--- src/rtl/sec10_countdown.sv ---
// 1 Hz down-counter from a switch preset (0-9 s) to zero, with one active-low 7-seg digit and a done flag.
// Optional DONE_BLINK_EN: blink the "0" digit at 1 Hz while in DONE.
module sec10_countdown #(
  parameter int FREQ = 50_000_000
) (
  input  logic       clk,
  input  logic       rst,
  input  logic       start_btn,
  input  logic       clr_btn,
  input  logic [3:0] load_sw,
  output logic [3:0] sec,
  output logic       done,
  output logic [6:0] HEX
);

  localparam int PW = $clog2(FREQ);

  typedef enum logic [1:0] {IDLE, RUN, PAUSE, DONE} state_t;

  state_t        state_reg;
  logic [PW-1:0] pre_reg;
  logic [3:0]    sec_reg;
  logic          done_reg;
  logic [6:0]    hex_reg;
  logic          start_s1, start_s2, start_s3;
  logic          clr_s1, clr_s2, clr_s3;
  logic          start_pulse, clr_pulse, tick;
  logic [3:0]    preset;

  assign start_pulse = start_s2 & ~start_s3;
  assign clr_pulse   = clr_s2 & ~clr_s3;
  assign tick        = (pre_reg == PW'(FREQ - 1));
  assign preset      = (load_sw > 4'd9) ? 4'd9 : load_sw;

  function automatic logic [6:0] seg7(input logic [3:0] d);
    case (d)
      4'd0:    seg7 = 7'b1000000;
      4'd1:    seg7 = 7'b1111001;
      4'd2:    seg7 = 7'b0100100;
      4'd3:    seg7 = 7'b0110000;
      4'd4:    seg7 = 7'b0011001;
      4'd5:    seg7 = 7'b0010010;
      4'd6:    seg7 = 7'b0000010;
      4'd7:    seg7 = 7'b1111000;
      4'd8:    seg7 = 7'b0000000;
      4'd9:    seg7 = 7'b0010000;
      default: seg7 = 7'b1111111;
    endcase
  endfunction

  always_ff @(posedge clk) begin
    if (rst) begin
      state_reg <= IDLE;
      pre_reg   <= '0;
      sec_reg   <= 4'd0;
      done_reg  <= 1'b0;
      hex_reg   <= 7'b1000000;
      start_s1  <= 1'b0;
      start_s2  <= 1'b0;
      start_s3  <= 1'b0;
      clr_s1    <= 1'b0;
      clr_s2    <= 1'b0;
      clr_s3    <= 1'b0;
    end else begin
      start_s1 <= start_btn;
      start_s2 <= start_s1;
      start_s3 <= start_s2;
      clr_s1   <= clr_btn;
      clr_s2   <= clr_s1;
      clr_s3   <= clr_s2;

      // done and HEX deliberately lag the state/sec registers by one cycle
      done_reg <= (state_reg == DONE) && !clr_pulse;
`ifdef DONE_BLINK_EN
      if ((state_reg == DONE) && (pre_reg >= PW'(FREQ / 2)))
        hex_reg <= 7'b1111111;
      else
        hex_reg <= seg7(sec_reg);
`else
      hex_reg <= seg7(sec_reg);
`endif

      if (clr_pulse) begin
        state_reg <= IDLE;
        pre_reg   <= '0;
      end else begin
        case (state_reg)
          IDLE: begin
            sec_reg <= preset;
            pre_reg <= '0;
            if (start_pulse && (sec_reg != 4'd0))
              state_reg <= RUN;
          end
          RUN: begin
            if (tick) begin
              pre_reg <= '0;
              if (sec_reg == 4'd1) begin
                sec_reg   <= 4'd0;
                state_reg <= DONE;
              end else begin
                sec_reg <= sec_reg - 4'd1;
              end
            end else begin
              pre_reg <= pre_reg + PW'(1);
            end
            // reaching zero on the same cycle as a pause request takes priority
            if (start_pulse && !(tick && (sec_reg == 4'd1)))
              state_reg <= PAUSE;
          end
          PAUSE: begin
            if (start_pulse)
              state_reg <= RUN;
          end
          DONE: begin
            sec_reg <= 4'd0;
`ifdef DONE_BLINK_EN
            pre_reg <= tick ? '0 : pre_reg + PW'(1);
`else
            pre_reg <= '0;
`endif
            if (start_pulse)
              state_reg <= IDLE;
          end
          default: state_reg <= IDLE;
        endcase
      end
    end
  end

  assign sec  = sec_reg;
  assign done = done_reg;
  assign HEX  = hex_reg;

endmodule

--- config.mk ---
export PLATFORM = sky130hd
export DESIGN_NAME = sec10_countdown
export DESIGN_NICKNAME = d
export VERILOG_FILES = /design/src/rtl/sec10_countdown.sv
export SDC_FILE = /design/constraint.sdc
export NUM_CORES = 1
export LEC_CHECK = 0
export BUFFER_PORTS_ARGS = -buffer_cell sky130_fd_sc_hd__buf_2
export CORE_MARGIN = 10
export CORE_UTILIZATION = 50
export CTS_CLUSTER_DIAMETER = 150
export DETAILED_ROUTE_END_ITERATION = 10
export PLACE_DENSITY = 0.78
export SLEW_MARGIN = 20
export SYNTH_ARGS = -nofsm -noshare
export SYNTH_HDL_FRONTEND = slang
export SYNTH_SLANG_ARGS = --single-unit
--- constraint.sdc ---
create_clock -name clk -period 3.12 [get_ports clk]
set_input_delay 0.312 -clock clk [delete_from_list [all_inputs] [get_ports clk]]
set_output_delay 0.312 -clock clk [all_outputs]
set_load 0.02 [all_outputs]
==> summary.md, run 1 <==
| Metric | Value |
|---|---|
| Worst-case clock skew | `0.007516 ns` |
| R2r endpoint | `state_reg[0]` |
| Clk Latency, worst-skew pair | `0.30 ns` |
| Cell taking the most area after synthesis | `dfxtp_1` |
| DR WL/cell | `13.14 um` |
| Mux cell area share after synthesis | `0.4986%` |
| Reg2reg path depth | `7` |
| Cell-internal power | `0.9535 mW` |
| Register area share after synthesis | `40.78%` |
| Minimum clock period | `2.502 ns` |
| Gate power share | `25.9%` |
| WHS | `0.2147 ns` |
| Final nets | `306` |
| Synth cell types | `44` |
| Yosys warns | `0` |
| PD cells | `578.5 mW/mm^2` |
| Levels on crit path | `7` |
| CTS tree | `built` |
| Antenna violations before repair | `0` |
| Critical path required time | `3.34 ns` |
| Multi-input gate area | `0.001266 sq mm` |
| Area of the die | `0.007605 sq mm` |
| Final Hold Vio Count | `0` |
| Clock-pin slew on the worst setup and hold paths | `0.09 ns` |
| Clock sinks | `46` |
| Ant. Diodes | `0` |
| Ys async rst share | `0%` |
| H-tree level count | `2` |
| Share of the synthesized area in the top cell type | `40.78%` |
| Syn Nets | `287` |
| Max incr delay on CP | `0.75 ns` |
| Sw frac | `33.64%` |
| Hold crit path type | `input port to flip-flop` |
| Max rail drop VDD | `0.2653 mV` |
| Synth Area in Compound Gates | `10.53%` |
| Initial core utilization | `51.87%` |
| CP top delay family | `compound AO/OA/AOI/OAI gates` |
| First-pass GRT wire length | `7631 um` |
| Storage element area | `920.9 sq um` |
| Wirelength, routed | `4466 um` |
| Core area | `0.004354 sq mm` |
| Net load switching power | `0.4833 mW` |
| Worst Setup End Kind | `flip-flop` |
| Fraction of layout cells with a size suffix above 1 | `13.54%` |
| Flops & latches, synth | `46` |
| Setup CP Type | `flip-flop to flip-flop` |
| Setup TNS | `0 ns` |
| Fillers | `387` |
| Fmax | `399.7 MHz` |
| Status | `finished, final reports clean` |
| Worst slew pin tran | `0.8118 ns` |
| Vias in the first global route | `1698` |
| DRC | `0` |
| RePlAce Congestion | `0.8544` |
| Average size of a mapped cell | `8.427 sq um` |
| Worst-path fanout max | `9` |
| CTS Buf Count | `5` |
| PortBufs | `19` |
| Area contributors post-synth | `dfxtp_1, ha_1, xnor2_1` |
| Simple-gate portion of the synthesized area | `30.42%` |
| Max-Cap Viols | `0` |
| Area growth, synth to finish | `9.972%` |
| Endpoints failing setup | `0` |
| Row count | `24` |
| Post-CTS Setup Inserts | `0` |
| Hold path cells | `2` |
| Largest family of logic cells by synthesized area | `simple AND/OR/NAND/NOR gates` |
| Die extent in x | `87.21 um` |
| Gr ovfl total | `0` |
| CP startpoint | `sec[1]` |
| Adder-cell share of the synthesized area | `6.094%` |
| Vias/cell | `5.426` |
| Hold_buf cts | `0` |
| Worst r2r src | `sec[1]` |
| Clk pwr share | `26.5%` |
| Rel. slew slack | `44.48%` |
| Final Total Pwr | `1.437 mW` |
| Total number of vias | `1845` |
| Fin crit share | `80.18%` |
| Worst-path cell with the longest stage delay | `a2111oi_0` |
| Number of max-slew violations in the final report | `0` |
| CP arrival | `2.72 ns` |
| Leakage | `0.8571 nW` |
| Primary FF master, synth | `dfxtp_1` |
| # IOs | `20` |
| Post-Syn Area | `0.002258 sq mm` |
| Max Root-Sink Buffers | `2` |
| XOR/XNOR Fraction of Synth Area | `8.532%` |
| Flop pwr share | `47.6%` |
| Number of flops mapped to enable cells by yosys | `0` |
| First DRT Iteration DRCs | `94` |
| Setup crit start kind | `flip-flop` |
| CTS root buf | `clkbuf_8` |
| Worst R2R Setup Slack | `0.62 ns` |
| Max reg flops | `26` |
| Crit path to | `state_reg[0]` |
| Hpwl dp | `3241 um` |
| ANT nets after route | `0` |
| Critical-path cell list | `inv_1 > ha_1 > or3b_2 > a2111oi_0 > a21oi_1 > or3_1 > o31ai_1` |
| DR pass1 iterations | `4` |
| Gr usage total | `12.04%` |
| Fin util | `57.04%` |
| Post-Synthesis Cells | `268` |
| RSZ-0062 raised after global routing | `false` |
| Buf/Inv on CP | `1` |
| Overall die height | `87.21 um` |
| Post_cts resized | `0` |
| Largest net degree at the start of global routing | `26` |
==> cell families (layout without fill, tap and decap cells) <==
kind of cell	Yosys count	after routing
multiplexers	1	1
AND/OR/NAND/NOR	130	130
buffers and inverters	17	37
AO/OA/AOI/OAI	41	41
XOR/XNOR	22	22
flip-flops	46	46
adder cells (fa/ha/maj)	11	11
==> per-stage QoR <==
stage               worst slack (ns)  cell area [sq um]  std cells
floorplan                     0.7667               2258        268
global placement              0.7603               2389        332
detailed placement            0.6457               2389        332
CTS                           0.6466               2484        340
global route                  0.3078               2484        340
finish                        0.6184               2484        340
==> worst min path at each step <==
stage / endpoint / slack [ns] / from
after CTS: clr_s1 / 0.21 / clr_btn
after detailed placement: clr_s2 / 0.43 / clr_s1
after global placement: start_s2 / 0.42 / start_s1
after floorplan: clr_s2 / 0.41 / clr_s1
final: clr_s1 / 0.21 / clr_btn
after global routing: clr_s1 / 0.22 / clr_btn
==> layout make-up <==
cell class                 count  area share [%]
clock buffer                   6           3.325
clock inverter                 2          0.5038
inverter                       9           1.360
multi-input combinational    205           50.98
sequential                    46           37.08
tap                           52           2.620
timing repair buffer          20           4.131
==> cells in the final DEF, fill, tap and decap left out, drive strengths merged, types with 12 or more instances in the layout <==
| cell type | netlist | layout |
|---|---|---|
| a21oi | 12 | 12 |
| buf | 2 | 20 |
| dfxtp | 46 | 46 |
| nand2 | 21 | 21 |
| nand3 | 15 | 15 |
| nor2 | 32 | 32 |
| nor3 | 16 | 16 |
| o21ai | 16 | 16 |
| xnor2 | 14 | 14 |
==> routing by layer <==
layer  track usage (%)  vias up  wire length [um]
met3             3.371        5               195
met5                 0        -                 0
li1                  -      966                 -
met4             4.058        0                49
met1             15.54      847              2234
met2             18.79       27              1986
==> power groups by stage <==
stage / clock [mW] / combinational (mW) / sequential (mW)
2_1_floorplan: 0 / 0.231 / 0.730
3_3_place_gp: 0 / 0.369 / 0.694
3_5_place_dp: 0 / 0.374 / 0.698
4_1_cts: 0.387 / 0.375 / 0.684
5_1_grt: 0.408 / 0.423 / 0.694
6_report: 0.380 / 0.372 / 0.684
==> synth_stat cells, drive strengths merged, types with 3 or more instances <==
cell	n
a21oi	12
clkbuf	6
dfxtp	46
ha	11
inv	9
nand2	21
nand3	15
nand3b	3
nand4	3
nor2	32
nor2b	11
nor3	16
nor4	7
o21a	3
o21ai	16
or2	3
or3	4
or4	3
xnor2	14
xor2	8
Note: power is estimated with default switching activity, not from simulation.
==> inputs of run 2 (changes only) <==
--- a/config.mk
+++ b/config.mk
@@ -5,12 +5,13 @@
 export SDC_FILE = /design/constraint.sdc
 export NUM_CORES = 1
 export LEC_CHECK = 0
+export ABC_AREA = 1
 export BUFFER_PORTS_ARGS = -buffer_cell sky130_fd_sc_hd__buf_2
 export CORE_MARGIN = 10
 export CORE_UTILIZATION = 50
 export CTS_CLUSTER_DIAMETER = 150
 export DETAILED_ROUTE_END_ITERATION = 10
-export PLACE_DENSITY = 0.78
+export PLACE_DENSITY = 0.8
 export SLEW_MARGIN = 20
 export SYNTH_ARGS = -nofsm -noshare
 export SYNTH_HDL_FRONTEND = slang
==> constraint.sdc (replaced) <==
create_clock -name clk -period 2.3 [get_ports clk]
set_input_delay 0.23 -clock clk [delete_from_list [all_inputs] [get_ports clk]]
set_output_delay 0.23 -clock clk [all_outputs]
set_load 0.02 [all_outputs]
==> run 2 against run 1 <==
  * Via count rose by 26%
  * Global-route usage up 1.2 points
  * Die area up 9.6%
  * Area after synthesis is 13% higher
  * Clock-buffer cell count stayed put
  * Register-to-register slack worse by 0.27 ns
  * Sequential power is 38% higher
  * Combinational power up 150%
  * Synthesized cell count is 36% higher
  * Maximum frequency is 28% higher
  * Critical path type unchanged
  * Largest cell class unchanged
  * Highest routed layer unchanged
==> summary.md, run 2 <==
| Metric | Value |
|---|---|
| Setup TNS | `0 ns (unchanged)` |
| Wirelength, routed | `5553 um (+24%)` |
| Area growth, synth to finish | `11.07%` |
| Antenna violations before repair | `0 (unchanged)` |
| Clk Latency, worst-skew pair | `0.30 ns (about the same)` |
| Worst-path fanout max | `17 (+8)` |
| Status | `finished, final reports clean` |
| Adder-cell share of the synthesized area | `5.413% (-0.68 points)` |
| Row count | `25 (+4.2%)` |
| Simple-gate portion of the synthesized area | `38.83% (+8.4 points)` |
| Minimum clock period | `1.952 ns (-0.5498 ns)` |
| Final Hold Vio Count | `0 (unchanged)` |
| Gr usage total | `13.20% (+1.2 points)` |
| PortBufs | `19 (unchanged)` |
| WHS | `0.1248 ns (-0.08994 ns)` |
| Post_cts resized | `0 (unchanged)` |
| DR pass1 iterations | `5 (+1)` |
| Synth Area in Compound Gates | `9.154% (-1.4 points)` |
| Commonest non-fill, non-tap cells in the layout | `nand2_1, nor2_1, inv_1` |
| First DRT Iteration DRCs | `186 (+98%)` |
| Gr ovfl total | `0 (unchanged)` |
| DRC | `0 (unchanged)` |
| Hpwl dp | `4320 um (+33%)` |
| Ant. Diodes | `0 (unchanged)` |
| Largest net degree at the start of global routing | `20 (-23%)` |
| Max rail drop VDD | `0.7819 mV (+190%)` |
| ANT nets after route | `0 (unchanged)` |
| XOR/XNOR Fraction of Synth Area | `1.378% (-7.2 points)` |
| Ys async rst share | `0% (unchanged)` |
| Vias in the first global route | `2102 (+24%)` |
| # IOs | `20 (unchanged)` |
| Flop pwr share | `38.5% (-9.1 points)` |
| Register area share after synthesis | `36.22% (-4.6 points)` |
| Synth cell types | `40 (-9.1%)` |
| Core area | `0.004817 sq mm (+11%)` |
| Syn Nets | `383 (+33%)` |
| DR WL/cell | `12.18 um (-7.3%)` |
| Final nets | `407 (+33%)` |
| Clock sinks | `46 (unchanged)` |
| Share of the synthesized area in the top cell type | `36.22% (-4.6 points)` |
| Cell taking the most area after synthesis | `dfxtp_1` |
| Max-Cap Viols | `0 (unchanged)` |
| Mux cell area share after synthesis | `0% (-0.50 points)` |
| CP arrival | `2.18 ns (-0.54 ns)` |
| Gate power share | `37.2% (+11 points)` |
| Post-CTS Setup Inserts | `0 (unchanged)` |
| Worst Setup End Kind | `flip-flop` |
| Die extent in x | `91.31 um (+4.7%)` |
| Fillers | `486 (+26%)` |
| Hold crit path type | `input port to flip-flop` |
| Flops & latches, synth | `46 (unchanged)` |
| Fin util | `58.62% (+1.6 points)` |
| Net load switching power | `0.9444 mW (+95%)` |
| PD cells | `868.6 mW/mm^2 (+50%)` |
| Worst slew pin tran | `0.4164 ns (-0.3954 ns)` |
| Leakage | `1.148 nW (+34%)` |
| Post-Synthesis Cells | `364 (+36%)` |
| Most frequent cell after synthesis | `nand2_1` |
| Commonest cells post-synth | `nand2_1, nor2_1, inv_1, dfxtp_1, nand3_1` |
| CTS Buf Count | `5 (unchanged)` |
| Total number of vias | `2321 (+26%)` |
| Fraction of layout cells with a size suffix above 1 | `13.62% (+0.083 points)` |
| Storage element area | `920.9 sq um (unchanged)` |
| Multi-input gate area | `0.001393 sq mm (+10%)` |
| Design Area, Final | `0.002824 sq mm (+14%)` |
| RePlAce Congestion | `0.8756 (+2.5%)` |
| CTS tree | `built` |
| Clk pwr share | `24.3% (-2.2 points)` |
| CTS root buf | `clkbuf_8` |
| Commonest non-fill, non-tap cell in the layout | `nand2_1` |
| Setup crit start kind | `flip-flop` |
| Yosys warns | `0 (unchanged)` |
| Fmax | `512.4 MHz (+28%)` |
| H-tree level count | `2 (unchanged)` |
| Max reg flops | `26 (unchanged)` |
| Hold_buf cts | `0 (unchanged)` |
| Largest family of logic cells by synthesized area | `simple AND/OR/NAND/NOR gates` |
| Critical path required time | `2.53 ns (-0.81 ns)` |
| Area contributors post-synth | `dfxtp_1, nand2_1, nor2_1` |
| Sw frac | `38.50% (+4.9 points)` |
| Final Total Pwr | `2.453 mW (+71%)` |
| Number of max-slew violations in the final report | `0 (unchanged)` |
| Area of the die | `0.008338 sq mm (+9.6%)` |
| Placed Area | `0.002714 sq mm (+14%)` |
| Number of flops mapped to enable cells by yosys | `0 (unchanged)` |
| Endpoints failing setup | `0 (unchanged)` |
| Rel. slew slack | `72.24% (+28 points)` |
| Setup CP Type | `flip-flop to flip-flop` |
| Overall die height | `91.31 um (+4.7%)` |
| RSZ-0062 raised after global routing | `false` |
| Fin crit share | `84.86% (+4.7 points)` |
| Cell-internal power | `1.508 mW (+58%)` |
| First-pass GRT wire length | `9432 um (+24%)` |
| Max Root-Sink Buffers | `2 (unchanged)` |
| Primary FF master, synth | `dfxtp_1` |
| Average size of a mapped cell | `6.985 sq um (-17%)` |
| Vias/cell | `5.090 (-6.2%)` |
| Post-Syn Area | `0.002542 sq mm (+13%)` |
| Initial core utilization | `52.78% (+0.91 points)` |
| Worst-case clock skew | `0.009509 ns (+0.001993 ns)` |
| Clock-pin slew on the worst setup and hold paths | `0.08 ns (about the same)` |
==> run 2: worst paths after layout <==
kind	startpoint	end	slack (ns)	depth (start not counted)
setup reg to reg	state_reg[0]	pre_reg[22]	0.35	7
hold / removal	clr_btn	clr_s1	0.12	3
hold reg to reg	clr_s1	clr_s2	0.41	2
setup / recovery	state_reg[0]	pre_reg[22]	0.35	7
==> run 2: area by class of cell <==
type | instances | share of cell area, %
Timing Repair Buffer | 21 | 3.899
Sequential cell | 46 | 32.61
Tap cell | 67 | 2.969
Clock inverter | 2 | 1.329
Multi-Input combinational cell | 259 | 49.31
Clock buffer | 6 | 2.570
Inverter | 55 | 7.311
==> run 2: per-stage QoR <==
stage / worst slack (ns) / std cells
CTS: 0.3588 / 456
finish: 0.3482 / 456
global placement: 0.4549 / 448
global route: 0.1585 / 456
floorplan: 0.6894 / 364
detailed placement: 0.3823 / 448
==> run 2: cells by family after synthesis <==
logic type,after synthesis
AOI/OAI and AO/OA,40
buffers and inverters,59
DFF,46
xor gates and xnor gates,4
adders and majority gates,11
and+or+nand+nor,204
==> run 2: per-layer routing <==
metal | up-vias | GRT usage (%) | share of wire (%)
met5 | - | 0 | 0
met4 | 0 | 3.655 | 0.72
met3 | 4 | 3.128 | 5.7
met2 | 70 | 20.76 | 45
met1 | 1036 | 17.56 | 49
li1 | 1211 | - | -
==> run 2: critical path, stage by stage (launching register included) <==
cell and delay, ns:
dfxtp_1 0.34, inv_1 0.12, ha_1 0.43, clkinv_1 0.18, buf_4 0.23, a21oi_1 0.31
o21ai_0 0.15, nor2_1 0.11
==> run 2: power by group through the flow <==
| stage | Combinational, mW | Clock, mW | Sequential [mW] |
|---|---|---|---|
| after floorplan | 0.627 | 0 | 1.02 |
| after global placement | 0.893 | 0 | 0.958 |
| after CTS | 0.915 | 0.605 | 0.944 |
| after detailed placement | 0.912 | 0 | 0.962 |
| after global routing | 1.02 | 0.639 | 0.958 |
| final | 0.913 | 0.595 | 0.945 |
==> inputs of run 3 (changes only) <==
--- a/config.mk
+++ b/config.mk
@@ -5,13 +5,13 @@
 export SDC_FILE = /design/constraint.sdc
 export NUM_CORES = 1
 export LEC_CHECK = 0
-export ABC_AREA = 1
+export ABC_AREA = 0
 export BUFFER_PORTS_ARGS = -buffer_cell sky130_fd_sc_hd__buf_2
 export CORE_MARGIN = 10
 export CORE_UTILIZATION = 50
 export CTS_CLUSTER_DIAMETER = 150
 export DETAILED_ROUTE_END_ITERATION = 10
-export PLACE_DENSITY = 0.8
+export PLACE_DENSITY = 0.78
 export SLEW_MARGIN = 20
 export SYNTH_ARGS = -nofsm -noshare
 export SYNTH_HDL_FRONTEND = slang
==> constraint.sdc (replaced) <==
create_clock -name clk -period 1.9 [get_ports clk]
set_input_delay 0.19 -clock clk [delete_from_list [all_inputs] [get_ports clk]]
set_output_delay 0.19 -clock clk [all_outputs]
set_load 0.02 [all_outputs]
==> run 3 against run 2 <==
  * The flow now finishes with violations (setup timing)
  * Clock skew decreased by 0.0026 ns
  * Wire length decreased by 1.6%
  * Die area decreased by 8.8%
  * Core utilization increased by 9.0 points
  * Largest power group unchanged
  * Via count decreased by 10%
  * First-iteration DRC count decreased by 59%
  * Final cell count decreased by 16%
  * Sequential power increased by 14%
  * Register-to-register slack got worse by 0.37 ns
==> summary.md, run 3 (synthesized netlist as in run 1, its figures left out) <==
| Metric | Value |
|---|---|
| Max Root-Sink Buffers | `2 (unchanged)` |
| Final Hold Vio Count | `0 (unchanged)` |
| CTS Buf Count | `5 (unchanged)` |
| Setup WS pre-CTS | `-0.09270 ns (-0.4750 ns)` |
| Worst Hold Path EP | `start_s1` |
| Endpoints failing setup | `1 (+1)` |
| Clock sinks | `46 (unchanged)` |
| R2r endpoint | `pre_reg[25]` |
| Hold Path Origin | `start_btn` |
| Vias in the first global route | `1966 (-6.5%)` |
| Overall die height | `87.21 um (-4.5%)` |
| Rel. slew slack | `67.77% (-4.5 points)` |
| Worst R2R Setup Slack | `-0.02 ns (-0.37 ns)` |
| DR WL/cell | `14.26 um (+17%)` |
| CP top delay family | `simple AND/OR/NAND/NOR gates` |
| Worst r2r src | `pre_reg[7]` |
| Hold_buf cts | `0 (unchanged)` |
| Status | `finished, violations left` |
| Worst-path fanout max | `5 (-12)` |
| Final Total Pwr | `2.516 mW (+2.6%)` |
| Hold path cells | `2 (-1)` |
| Area growth, synth to finish | `30.36%` |
| Design Area, Final | `0.002944 sq mm (+4.3%)` |
| Fraction of layout cells with a size suffix above 1 | `33.53% (+20 points)` |
| WHS | `0.1017 ns (-0.02311 ns)` |
| Setup crit start kind | `flip-flop` |
| Area of the die | `0.007605 sq mm (-8.8%)` |
| Wirelength, routed | `5462 um (-1.6%)` |
| Antenna violations before repair | `0 (unchanged)` |
| Setup ws final | `-0.01723 ns (-0.3654 ns)` |
| CTS root buf | `clkbuf_8` |
| Critical-path cell list | `nand3_2 > or4_4 > or3_4 > or4_1 > a21oi_1` |
| Hold crit path type | `input port to flip-flop` |
| # IOs | `20 (unchanged)` |
| Row count | `24 (-4.0%)` |
| Max incr delay on CP | `0.48 ns (+0.05 ns)` |
| PortBufs | `19 (unchanged)` |
| Worst Setup End Kind | `flip-flop` |
| Vias/cell | `5.457 (+7.2%)` |
| Worst slew pin tran | `0.4816 ns (+0.06527 ns)` |
| Placed cells | `374 (-17%)` |
| Minimum clock period | `1.917 ns (-0.03456 ns)` |
| Clock-pin slew on the worst setup and hold paths | `0.08 ns (about the same)` |
| Fin crit share | `100.9% (+16 points)` |
| Core area | `0.004354 sq mm (-9.6%)` |
| H-tree level count | `2 (unchanged)` |
| Total number of vias | `2090 (-10%)` |
| Fillers | `341 (-30%)` |
| Hpwl dp | `3845 um (-11%)` |
| Final nets | `350 (-14%)` |
| Setup CP Type | `flip-flop to flip-flop` |
| Placed Area | `0.002763 sq mm (+1.8%)` |
| PD cells | `854.5 mW/mm^2 (-1.6%)` |
| CP arrival | `2.15 ns (-0.03 ns)` |
| CTS tree | `built` |
| Critical path required time | `2.13 ns (-0.40 ns)` |
| Leakage | `1.101 nW (-4.1%)` |
| Max-Cap Viols | `0 (unchanged)` |
| Clk Latency, worst-skew pair | `0.30 ns (about the same)` |
| Post-route insts no fill | `383 (-16%)` |
| Reg2reg path depth | `5 (-2)` |
| Commonest non-fill, non-tap cell in the layout | `buf_4` |
| RSZ-0062 raised after global routing | `true` |
| Gr usage total | `14.56% (+1.4 points)` |
| DR pass1 iterations | `5 (unchanged)` |
| Buf/Inv on CP | `0 (-3)` |
| Ant. Diodes | `0 (unchanged)` |
| Setup TNS | `-0.01723 ns (-0.01723 ns)` |
| DRC | `0 (unchanged)` |
| First DRT Iteration DRCs | `76 (-59%)` |
| Commonest non-fill, non-tap cells in the layout | `buf_4, dfxtp_1, nor2_1` |
| Gr ovfl total | `0 (unchanged)` |
| Fin util | `67.61% (+9.0 points)` |
| Max reg flops | `26 (unchanged)` |
| Max rail drop VDD | `0.5635 mV (-28%)` |
| Initial core utilization | `51.87% (-0.91 points)` |
| Worst-path cell with the longest stage delay | `or4_4` |
| Worst-case clock skew | `0.006896 ns (-0.002613 ns)` |
| ANT nets after route | `0 (unchanged)` |
| Violated checks | `setup timing` |
| First-pass GRT wire length | `9073 um (-3.8%)` |
| Die extent in x | `87.21 um (-4.5%)` |
| RePlAce Congestion | `0.8407 (-4.0%)` |
| Largest net degree at the start of global routing | `19 (-5.0%)` |
| Number of max-slew violations in the final report | `0 (unchanged)` |
| Fmax | `521.6 MHz (+1.8%)` |
run 3: changes by cell type in the layout (fill, tap and decap cells not counted), moves of 10 or more:
cell,change
nor2_1,-27
xnor2_1,+13
nor2b_1,+10
nand2_1,-58
dfxtp_1,-13
inv_1,-44
buf_4,+41
dfxtp_2,+12
run 3: worst max-delay path by stage:
stage,slack [ns],start,cells past startpoint,end
2_1_floorplan,-0.21,pre_reg[7],6,pre_reg[25]
3_3_place_gp,-0.05,pre_reg[7],5,pre_reg[25]
3_5_place_dp,-0.09,pre_reg[7],5,pre_reg[25]
4_1_cts,-0.05,pre_reg[7],5,pre_reg[25]
5_1_grt,-0.08,pre_reg[7],5,pre_reg[25]
6_report,-0.02,pre_reg[7],5,pre_reg[25]
run 3: per-layer routing:
metal	up-vias	track usage, %	wire (um)
li1	1053	-	-
met1	971	17.87	2379
met2	53	23.38	2656
met3	13	3.933	294
met4	0	6.087	131
met5	-	0	0
run 3: report_power, final:
group          switching (mW)  internal, mW  total, mW
logic                   0.502         0.370      0.872
registers              0.0332          1.05       1.08
clock network           0.311         0.252      0.563
run 3: worst reg2reg max path, delay by kind of cell (launching register included):
| kind | cells | cell delay, ns |
|---|---|---|
| compound gates | 1 | 0.12 |
| flops | 1 | 0.37 |
| simple gates | 4 | 1.36 |
run 3: final cells by class:
class                           count  area [sq um]  share of cell area [%]
Clock buffer                        6         72.57                   2.465
Multi-Input combinational cell    205          1376                   46.75
Tap cell                           52         65.06                   2.210
Clock inverter                      1         7.507                  0.2550
Timing Repair Buffer               64         449.2                   15.26
Sequential cell                    46         939.7                   31.92
Inverter                            9         33.78                   1.147
run 3: what timing repair did:
action,4_1_cts,5_1_grt
setup endpoints to repair,21,31
pin swaps,4,3
buffers inserted,0,2
hold endpoints to repair,0,0
resized for setup,7,19
